$ cat config.mk
export PLATFORM = sky130hd
export DESIGN_NAME = system_top_bidir
export DESIGN_NICKNAME = d
export VERILOG_FILES = /design/src/rtl/system_top_bidir.sv
export SDC_FILE = /design/constraint.sdc
export NUM_CORES = 1
export LEC_CHECK = 0
export ABC_AREA = 1
export CORE_ASPECT_RATIO = 1.5
export CORE_MARGIN = 8
export CORE_UTILIZATION = 56
export CTS_CLUSTER_DIAMETER = 40
export CTS_CLUSTER_SIZE = 16
export DETAILED_ROUTE_END_ITERATION = 12
export GPL_ROUTABILITY_DRIVEN = 0
export MAX_ROUTING_LAYER = met4
export PLACE_DENSITY = 0.76
export SLEW_MARGIN = 30
export SYNTH_ARGS = -nofsm -noshare
export SYNTH_HDL_FRONTEND = slang
export SYNTH_SLANG_ARGS = --single-unit
$ cat constraint.sdc
create_clock -name clk -period 1.4 [get_ports clk]
set_clock_uncertainty 0.05 [all_clocks]
set_input_delay 0.21 -clock clk [delete_from_list [all_inputs] [get_ports clk]]
set_output_delay 0.21 -clock clk [all_outputs]
set_load 0.02 [all_outputs]
$ cat src/rtl/system_top_bidir.sv
// system_top_bidir: one node of a two-board UART write link.
// Master side sends {A,ID},WRITE_DATA on the request UART and waits for a
// {C,*} byte on the response UART; slave side latches a peer's data byte onto
// leds and answers with {C,ID}.
// Optional feature macro: SYSTOP_RESP_TIMEOUT_EN (master response timeout).
`timescale 1ns/1ps

// 8N1 transmitter, LSB first, idle high; done pulses once after the stop bit.
module systop_uart_tx #(
    parameter int unsigned CLKS_PER_BIT = 217
) (
    input  logic       clk,
    input  logic       rst_n,
    input  logic       start,
    input  logic [7:0] data,
    output logic       line,
    output logic       done
);
    localparam int unsigned CW = $clog2(CLKS_PER_BIT + 1);

    logic          busy;
    logic [CW-1:0] cnt;
    logic [3:0]    bit_idx;
    logic [8:0]    shreg;

    // Shift out start, 8 data bits and stop, one bit per CLKS_PER_BIT clocks.
    always_ff @(posedge clk or negedge rst_n) begin
        if (!rst_n) begin
            line    <= 1'b1;
            done    <= 1'b0;
            busy    <= 1'b0;
            cnt     <= '0;
            bit_idx <= '0;
            shreg   <= '1;
        end else begin
            done <= 1'b0;
            if (!busy) begin
                if (start) begin
                    busy    <= 1'b1;
                    line    <= 1'b0;
                    shreg   <= {1'b1, data};
                    cnt     <= '0;
                    bit_idx <= '0;
                end
            end else if (cnt == CW'(CLKS_PER_BIT - 1)) begin
                cnt <= '0;
                if (bit_idx == 4'd9) begin
                    busy <= 1'b0;
                    done <= 1'b1;
                end else begin
                    line    <= shreg[0];
                    shreg   <= {1'b1, shreg[8:1]};
                    bit_idx <= bit_idx + 4'd1;
                end
            end else begin
                cnt <= cnt + CW'(1);
            end
        end
    end
endmodule

// 8N1 receiver with input synchronizer; valid pulses for one clk per good byte.
module systop_uart_rx #(
    parameter int unsigned CLKS_PER_BIT = 217
) (
    input  logic       clk,
    input  logic       rst_n,
    input  logic       line,
    output logic       valid,
    output logic [7:0] data
);
    localparam int unsigned CW   = $clog2(CLKS_PER_BIT + 1);
    localparam int unsigned HALF = CLKS_PER_BIT / 2;

    typedef enum logic [1:0] {RX_IDLE, RX_START, RX_DATA, RX_STOP} rx_state_t;

    rx_state_t     state;
    logic          s1, s2, prev;
    logic [CW-1:0] cnt;
    logic [2:0]    bit_idx;
    logic [7:0]    shreg;

    // Synchronize the line, find the start edge, sample each bit at its centre.
    always_ff @(posedge clk or negedge rst_n) begin
        if (!rst_n) begin
            state   <= RX_IDLE;
            s1      <= 1'b1;
            s2      <= 1'b1;
            prev    <= 1'b1;
            cnt     <= '0;
            bit_idx <= '0;
            shreg   <= '0;
            valid   <= 1'b0;
            data    <= '0;
        end else begin
            s1    <= line;
            s2    <= s1;
            prev  <= s2;
            valid <= 1'b0;
            case (state)
                RX_IDLE: begin
                    if (prev && !s2) begin
                        state <= RX_START;
                        cnt   <= '0;
                    end
                end
                RX_START: begin
                    if (cnt == CW'(HALF - 1)) begin
                        cnt     <= '0;
                        bit_idx <= '0;
                        state   <= s2 ? RX_IDLE : RX_DATA;
                    end else begin
                        cnt <= cnt + CW'(1);
                    end
                end
                RX_DATA: begin
                    if (cnt == CW'(CLKS_PER_BIT - 1)) begin
                        cnt   <= '0;
                        shreg <= {s2, shreg[7:1]};
                        if (bit_idx == 3'd7) begin
                            state <= RX_STOP;
                        end else begin
                            bit_idx <= bit_idx + 3'd1;
                        end
                    end else begin
                        cnt <= cnt + CW'(1);
                    end
                end
                RX_STOP: begin
                    if (cnt == CW'(CLKS_PER_BIT - 1)) begin
                        cnt   <= '0;
                        state <= RX_IDLE;
                        if (s2) begin
                            valid <= 1'b1;
                            data  <= shreg;
                        end
                    end else begin
                        cnt <= cnt + CW'(1);
                    end
                end
                default: state <= RX_IDLE;
            endcase
        end
    end
endmodule

module system_top_bidir #(
    parameter int unsigned BOARD_ID     = 0,
    parameter int unsigned CLKS_PER_BIT = 217,
    parameter logic [7:0]  WRITE_DATA   = 8'hFF,
    parameter int unsigned TIMEOUT_CLKS = 50000
) (
    input  logic       clk,
    input  logic       rst_n,
    input  logic       btn_trigger,
    output logic       uart_tx_req,
    input  logic       uart_rx_resp,
    input  logic       uart_rx_req,
    output logic       uart_tx_resp,
    output logic [7:0] leds
);
    localparam logic [3:0] ID        = 4'(BOARD_ID);
    localparam logic [7:0] HDR_BYTE  = {4'hA, ID};
    localparam logic [7:0] RESP_BYTE = {4'hC, ID};

    typedef enum logic [1:0] {M_IDLE, M_SEND_HDR, M_SEND_DATA, M_WAIT_RESP} m_state_t;
    typedef enum logic [1:0] {S_WAIT_HDR, S_WAIT_DATA, S_SEND_RESP} s_state_t;

    m_state_t   m_state;
    s_state_t   s_state;
    logic       t1, t2, t_prev;
    logic       trig_edge;
    logic       req_start, req_done;
    logic [7:0] req_tx_data;
    logic       resp_start, resp_done;
    logic       resp_valid, req_valid;
    logic [7:0] resp_rx_data, req_rx_data;
`ifdef SYSTOP_RESP_TIMEOUT_EN
    localparam int unsigned TW = $clog2(TIMEOUT_CLKS + 1);
    logic [TW-1:0] timer;
`endif

    // Button synchronizer and rising-edge detect.
    always_ff @(posedge clk or negedge rst_n) begin
        if (!rst_n) begin
            t1     <= 1'b0;
            t2     <= 1'b0;
            t_prev <= 1'b0;
        end else begin
            t1     <= btn_trigger;
            t2     <= t1;
            t_prev <= t2;
        end
    end

    assign trig_edge = t2 & ~t_prev;

    systop_uart_tx #(.CLKS_PER_BIT(CLKS_PER_BIT)) u_req_tx (
        .clk(clk), .rst_n(rst_n), .start(req_start), .data(req_tx_data),
        .line(uart_tx_req), .done(req_done)
    );

    systop_uart_rx #(.CLKS_PER_BIT(CLKS_PER_BIT)) u_resp_rx (
        .clk(clk), .rst_n(rst_n), .line(uart_rx_resp),
        .valid(resp_valid), .data(resp_rx_data)
    );

    systop_uart_rx #(.CLKS_PER_BIT(CLKS_PER_BIT)) u_req_rx (
        .clk(clk), .rst_n(rst_n), .line(uart_rx_req),
        .valid(req_valid), .data(req_rx_data)
    );

    systop_uart_tx #(.CLKS_PER_BIT(CLKS_PER_BIT)) u_resp_tx (
        .clk(clk), .rst_n(rst_n), .start(resp_start), .data(RESP_BYTE),
        .line(uart_tx_resp), .done(resp_done)
    );

    // Master: send header then data, then wait for any {C,*} response byte.
    always_ff @(posedge clk or negedge rst_n) begin
        if (!rst_n) begin
            m_state     <= M_IDLE;
            req_start   <= 1'b0;
            req_tx_data <= '0;
`ifdef SYSTOP_RESP_TIMEOUT_EN
            timer       <= '0;
`endif
        end else begin
            req_start <= 1'b0;
            case (m_state)
                M_IDLE: begin
                    if (trig_edge) begin
                        req_start   <= 1'b1;
                        req_tx_data <= HDR_BYTE;
                        m_state     <= M_SEND_HDR;
                    end
                end
                M_SEND_HDR: begin
                    if (req_done) begin
                        req_start   <= 1'b1;
                        req_tx_data <= WRITE_DATA;
                        m_state     <= M_SEND_DATA;
                    end
                end
                M_SEND_DATA: begin
                    if (req_done) begin
                        m_state <= M_WAIT_RESP;
`ifdef SYSTOP_RESP_TIMEOUT_EN
                        timer   <= '0;
`endif
                    end
                end
                M_WAIT_RESP: begin
                    if (resp_valid && ((resp_rx_data & 8'hF0) == 8'hC0)) begin
                        m_state <= M_IDLE;
`ifdef SYSTOP_RESP_TIMEOUT_EN
                    end else if (timer == TW'(TIMEOUT_CLKS - 1)) begin
                        m_state <= M_IDLE;
                    end else begin
                        timer <= timer + TW'(1);
`endif
                    end
                end
                default: m_state <= M_IDLE;
            endcase
        end
    end

    // Slave: accept a foreign header, latch the data byte onto leds, respond.
    always_ff @(posedge clk or negedge rst_n) begin
        if (!rst_n) begin
            s_state    <= S_WAIT_HDR;
            resp_start <= 1'b0;
            leds       <= 8'h00;
        end else begin
            resp_start <= 1'b0;
            case (s_state)
                S_WAIT_HDR: begin
                    if (req_valid && (req_rx_data[7:4] == 4'hA) && (req_rx_data[3:0] != ID)) begin
                        s_state <= S_WAIT_DATA;
                    end
                end
                S_WAIT_DATA: begin
                    if (req_valid) begin
                        leds       <= req_rx_data;
                        resp_start <= 1'b1;
                        s_state    <= S_SEND_RESP;
                    end
                end
                S_SEND_RESP: begin
                    if (resp_done) begin
                        s_state <= S_WAIT_HDR;
                    end
                end
                default: s_state <= S_WAIT_HDR;
            endcase
        end
    end
endmodule

==> flow_summary.json <==
{
  "numPortBuffers": 14,
  "num_antenna_cells": 0,
  "fill_cells": 518,
  "fin_crit_ns": 1.58,
  "synth_area_per_cell_um2": 8.90,
  "async_flop_share_pct": 100,
  "drc": 0,
  "fin_ws_ns": -0.177,
  "cp.required_ns": 1.64,
  "coreArea_mm2": 0.0104,
  "synthTopCellsByArea": "dfrtp_1 (42%), nand2_1 (11%), dfstp_2 (9.8%)",
  "io_pins": 15,
  "grt_pass1_vias": 5305,
  "crit_family": "simple AND/OR/NAND/NOR gates",
  "die_h_um": 142,
  "clock-sinks": 121,
  "ys_warn_count": 0,
  "cpMaxStageDelayCell": "dfrtp_1",
  "ys_seq_area_share_pct": 51.7,
  "grt_max_degree": 44,
  "clock_path_buffers": 2,
  "clk_pin_slew_worst_paths_ns": 0.05,
  "status": "complete, but fails checks",
  "cts-htree-levels": 4,
  "power.density_mw_per_mm2": 1730,
  "grt_pass1_wl_mm": 24.4,
  "crit_path_max_fanout": 6,
  "first_pass_iters": 5,
  "row_count": 46,
  "cp_cell_sequence": "inv_1, nand2_1, nor2_1, nand2_4, nand2_2, nand2_4, nand3b_1, o21ai_1",
  "drtIter0Drc": 293,
  "vias_per_cell": 5.65,
  "antenna_left": 0,
  "syn_inst": 664,
  "clock_tree.root_cell": "clkbuf_16",
  "clock_latency_ns": 0.42,
  "start_kind": "flop",
  "grt_usage_pct": 22.2,
  "areaGrowthSynthToFinish_pct": 41.4,
  "leakagePower_uw": 0.00376,
  "path_common_cell": "nand2_4",
  "critPathCaptureType": "flop",
  "synth_area_mm2": 0.00591,
  "ys_types": 38,
  "hpwl_mm": 7.84,
  "vias": 5197,
  "fp.dieW_um": 99.9,
  "path_class": "flop to flop",
  "final_cell_mix": "nand2_1 (110), dfrtp_1 (92), inv_1 (62), buf_4 (59), nand2_2 (39)",
  "antenna_found_initial": 0,
  "final_util_pct": 80.2,
  "overflow": 0,
  "violations": "setup timing",
  "critPathMaxStageDelay_ns": 0.43,
  "rsz0062_at_grt": "true",
  "drive_gt1_share_pct": 43.9,
  "numCtsBuffers": 17,
  "avgRoutedWirePerCell_um": 18.1,
  "ys.flop_type": "dfrtp_1",
  "peakVddDrop_mv": 1.29,
  "synth_top_cell_by_area": "dfrtp_1",
  "relSlewSlack_pct": 72.0,
  "slew_violations": 0,
  "syn_nets": 689,
  "layout_commonest_cell": "nand2_1",
  "hold_class": "input port to flop",
  "fmax_mhz": 634,
  "maxCapViolations": 0,
  "die_area_mm2": 0.0142,
  "finalHoldViolCount": 0,
  "worst_ep_arrival_time_ns": 1.82,
  "ys_ff_latch": 121,
  "period_share_pct": 113,
  "start_util_pct": 56.7,
  "cts_tree": "built",
  "tightest_slew_ns": 0.417,
  "synth_edf_count": 0,
  "routed_wl_mm": 16.7,
  "setup_viol": 69,
  "nNetsFinal": 788,
  "setup_tns_ns": -5.34,
  "synth_top_area_share_pct": 41.9,
  "place_ws_ns": -0.119,
  "path_buf_inv": 1
}
flip-flops by register name, indices dropped and copies added, names as in the netlist, 3 cells and up, named ones only:
| register | cells |
|---|---|
| u_req_tx.shreg | 8 |
| u_req_rx.data | 8 |
| u_resp_rx.bit_idx | 3 |
| u_req_tx.bit_idx | 4 |
| u_resp_rx.shreg | 4 |
| u_resp_rx.cnt | 8 |
| u_resp_tx.cnt | 8 |
| u_req_tx.cnt | 8 |
| leds | 8 |
| u_req_rx.bit_idx | 3 |
| u_resp_rx.data | 4 |
| u_req_rx.shreg | 8 |
| u_resp_tx.bit_idx | 4 |
| u_resp_tx.shreg | 6 |
| u_req_rx.cnt | 8 |
power breakdown:
| part | total [µW] | leakage (µW) | internal, µW | switching, µW |
|---|---|---|---|---|
| clock | 4970 | 0.000323 | 3350 | 1610 |
| combinational | 4900 | 0.00188 | 2080 | 2810 |
| sequential | 4570 | 0.00156 | 4040 | 537 |
synth_stat cells (all sizes together) (10+ instances only):
cell type  number
nand2         179
dfrtp          99
inv            90
o21ai          70
nand3          46
nor2           37
dfstp          22
nand4          22
ha             20
nor3           13
buf            12
xor2           10
metal layers:
layer  track usage [%]  up-vias  part of all wire [%]
met5                 -        -                     0
met1              22.1     2565                    35
met2              38.9      208                    56
met4              12.2        0                   4.5
met3              5.35       75                   4.7
li1                  -     2349                     -
metrics by stage:
| step | area, µm² | hold slack, ns | cells | power [µW] |
|---|---|---|---|---|
| 3_3_place_gp | 6580 | 0.0509 | 859 | 7300 |
| 3_5_place_dp | 6580 | 0.0505 | 859 | 7500 |
| 6_report | 8360 | 0.145 | 920 | 14400 |
| 2_1_floorplan | 5930 | -0.136 | 664 | 6550 |
| 5_1_grt | 8360 | 0.143 | 920 | 15100 |
| 4_1_cts | 7850 | 0.143 | 912 | 13100 |
final cells by class:
type / count / area, µm² / area share [%]
Clock buffer: 22 / 484 / 5.80
Clock inverter: 10 / 188 / 2.25
Inverter: 90 / 363 / 4.34
Multi-Input combinational cell: 440 / 3210 / 38.5
Sequential cell: 121 / 3060 / 36.7
Tap cell: 144 / 180 / 2.16
Timing Repair Buffer: 93 / 863 / 10.3
cells by family after synthesis:
kind of cell,after synthesis,synth area share [%]
XOR/XNOR,15,2.22
AND/OR/NAND/NOR,308,24.4
adder cells (fa/ha/maj),20,4.23
AO/OA/AOI/OAI,95,9.74
buffers and inverters,105,7.66
flip-flops,121,51.7
repair_timing:
| action | 4_1_cts | 5_1_grt |
|---|---|---|
| hold endpoints to repair | 108 | 0 |
| hold buffers | 1 | 0 |
| pin swaps | 36 | 52 |
| gates cloned | 5 | 0 |
| setup buffers | 15 | 11 |
| resized for setup | 147 | 151 |
| setup endpoints to repair | 90 | 105 |
path summary, 6_finish.rpt:
check | from | end | slack, ns | cells after the start
max | u_resp_rx.cnt[5] | u_resp_rx.cnt[7] | -0.18 | 8
min | uart_rx_req | u_req_rx.s1 | 0.14 | 1
max reg2reg | u_resp_rx.cnt[5] | u_resp_rx.cnt[7] | -0.18 | 8
min reg2reg | t1 | t2 | 0.30 | 0
max in group asynchronous | rst_n | u_resp_rx.s1 | 0.58 | 3
min in group asynchronous | rst_n | u_req_tx.bit_idx[2] | 0.16 | 2
worst reg2reg max path, delay by kind of cell (launching register included):
kind | cells | cell delay (ns)
buf+inv | 1 | 0.15
compound gates | 1 | 0.08
simple gates | 6 | 0.76
flops | 1 | 0.43
Power figures use the tool's default switching activity.
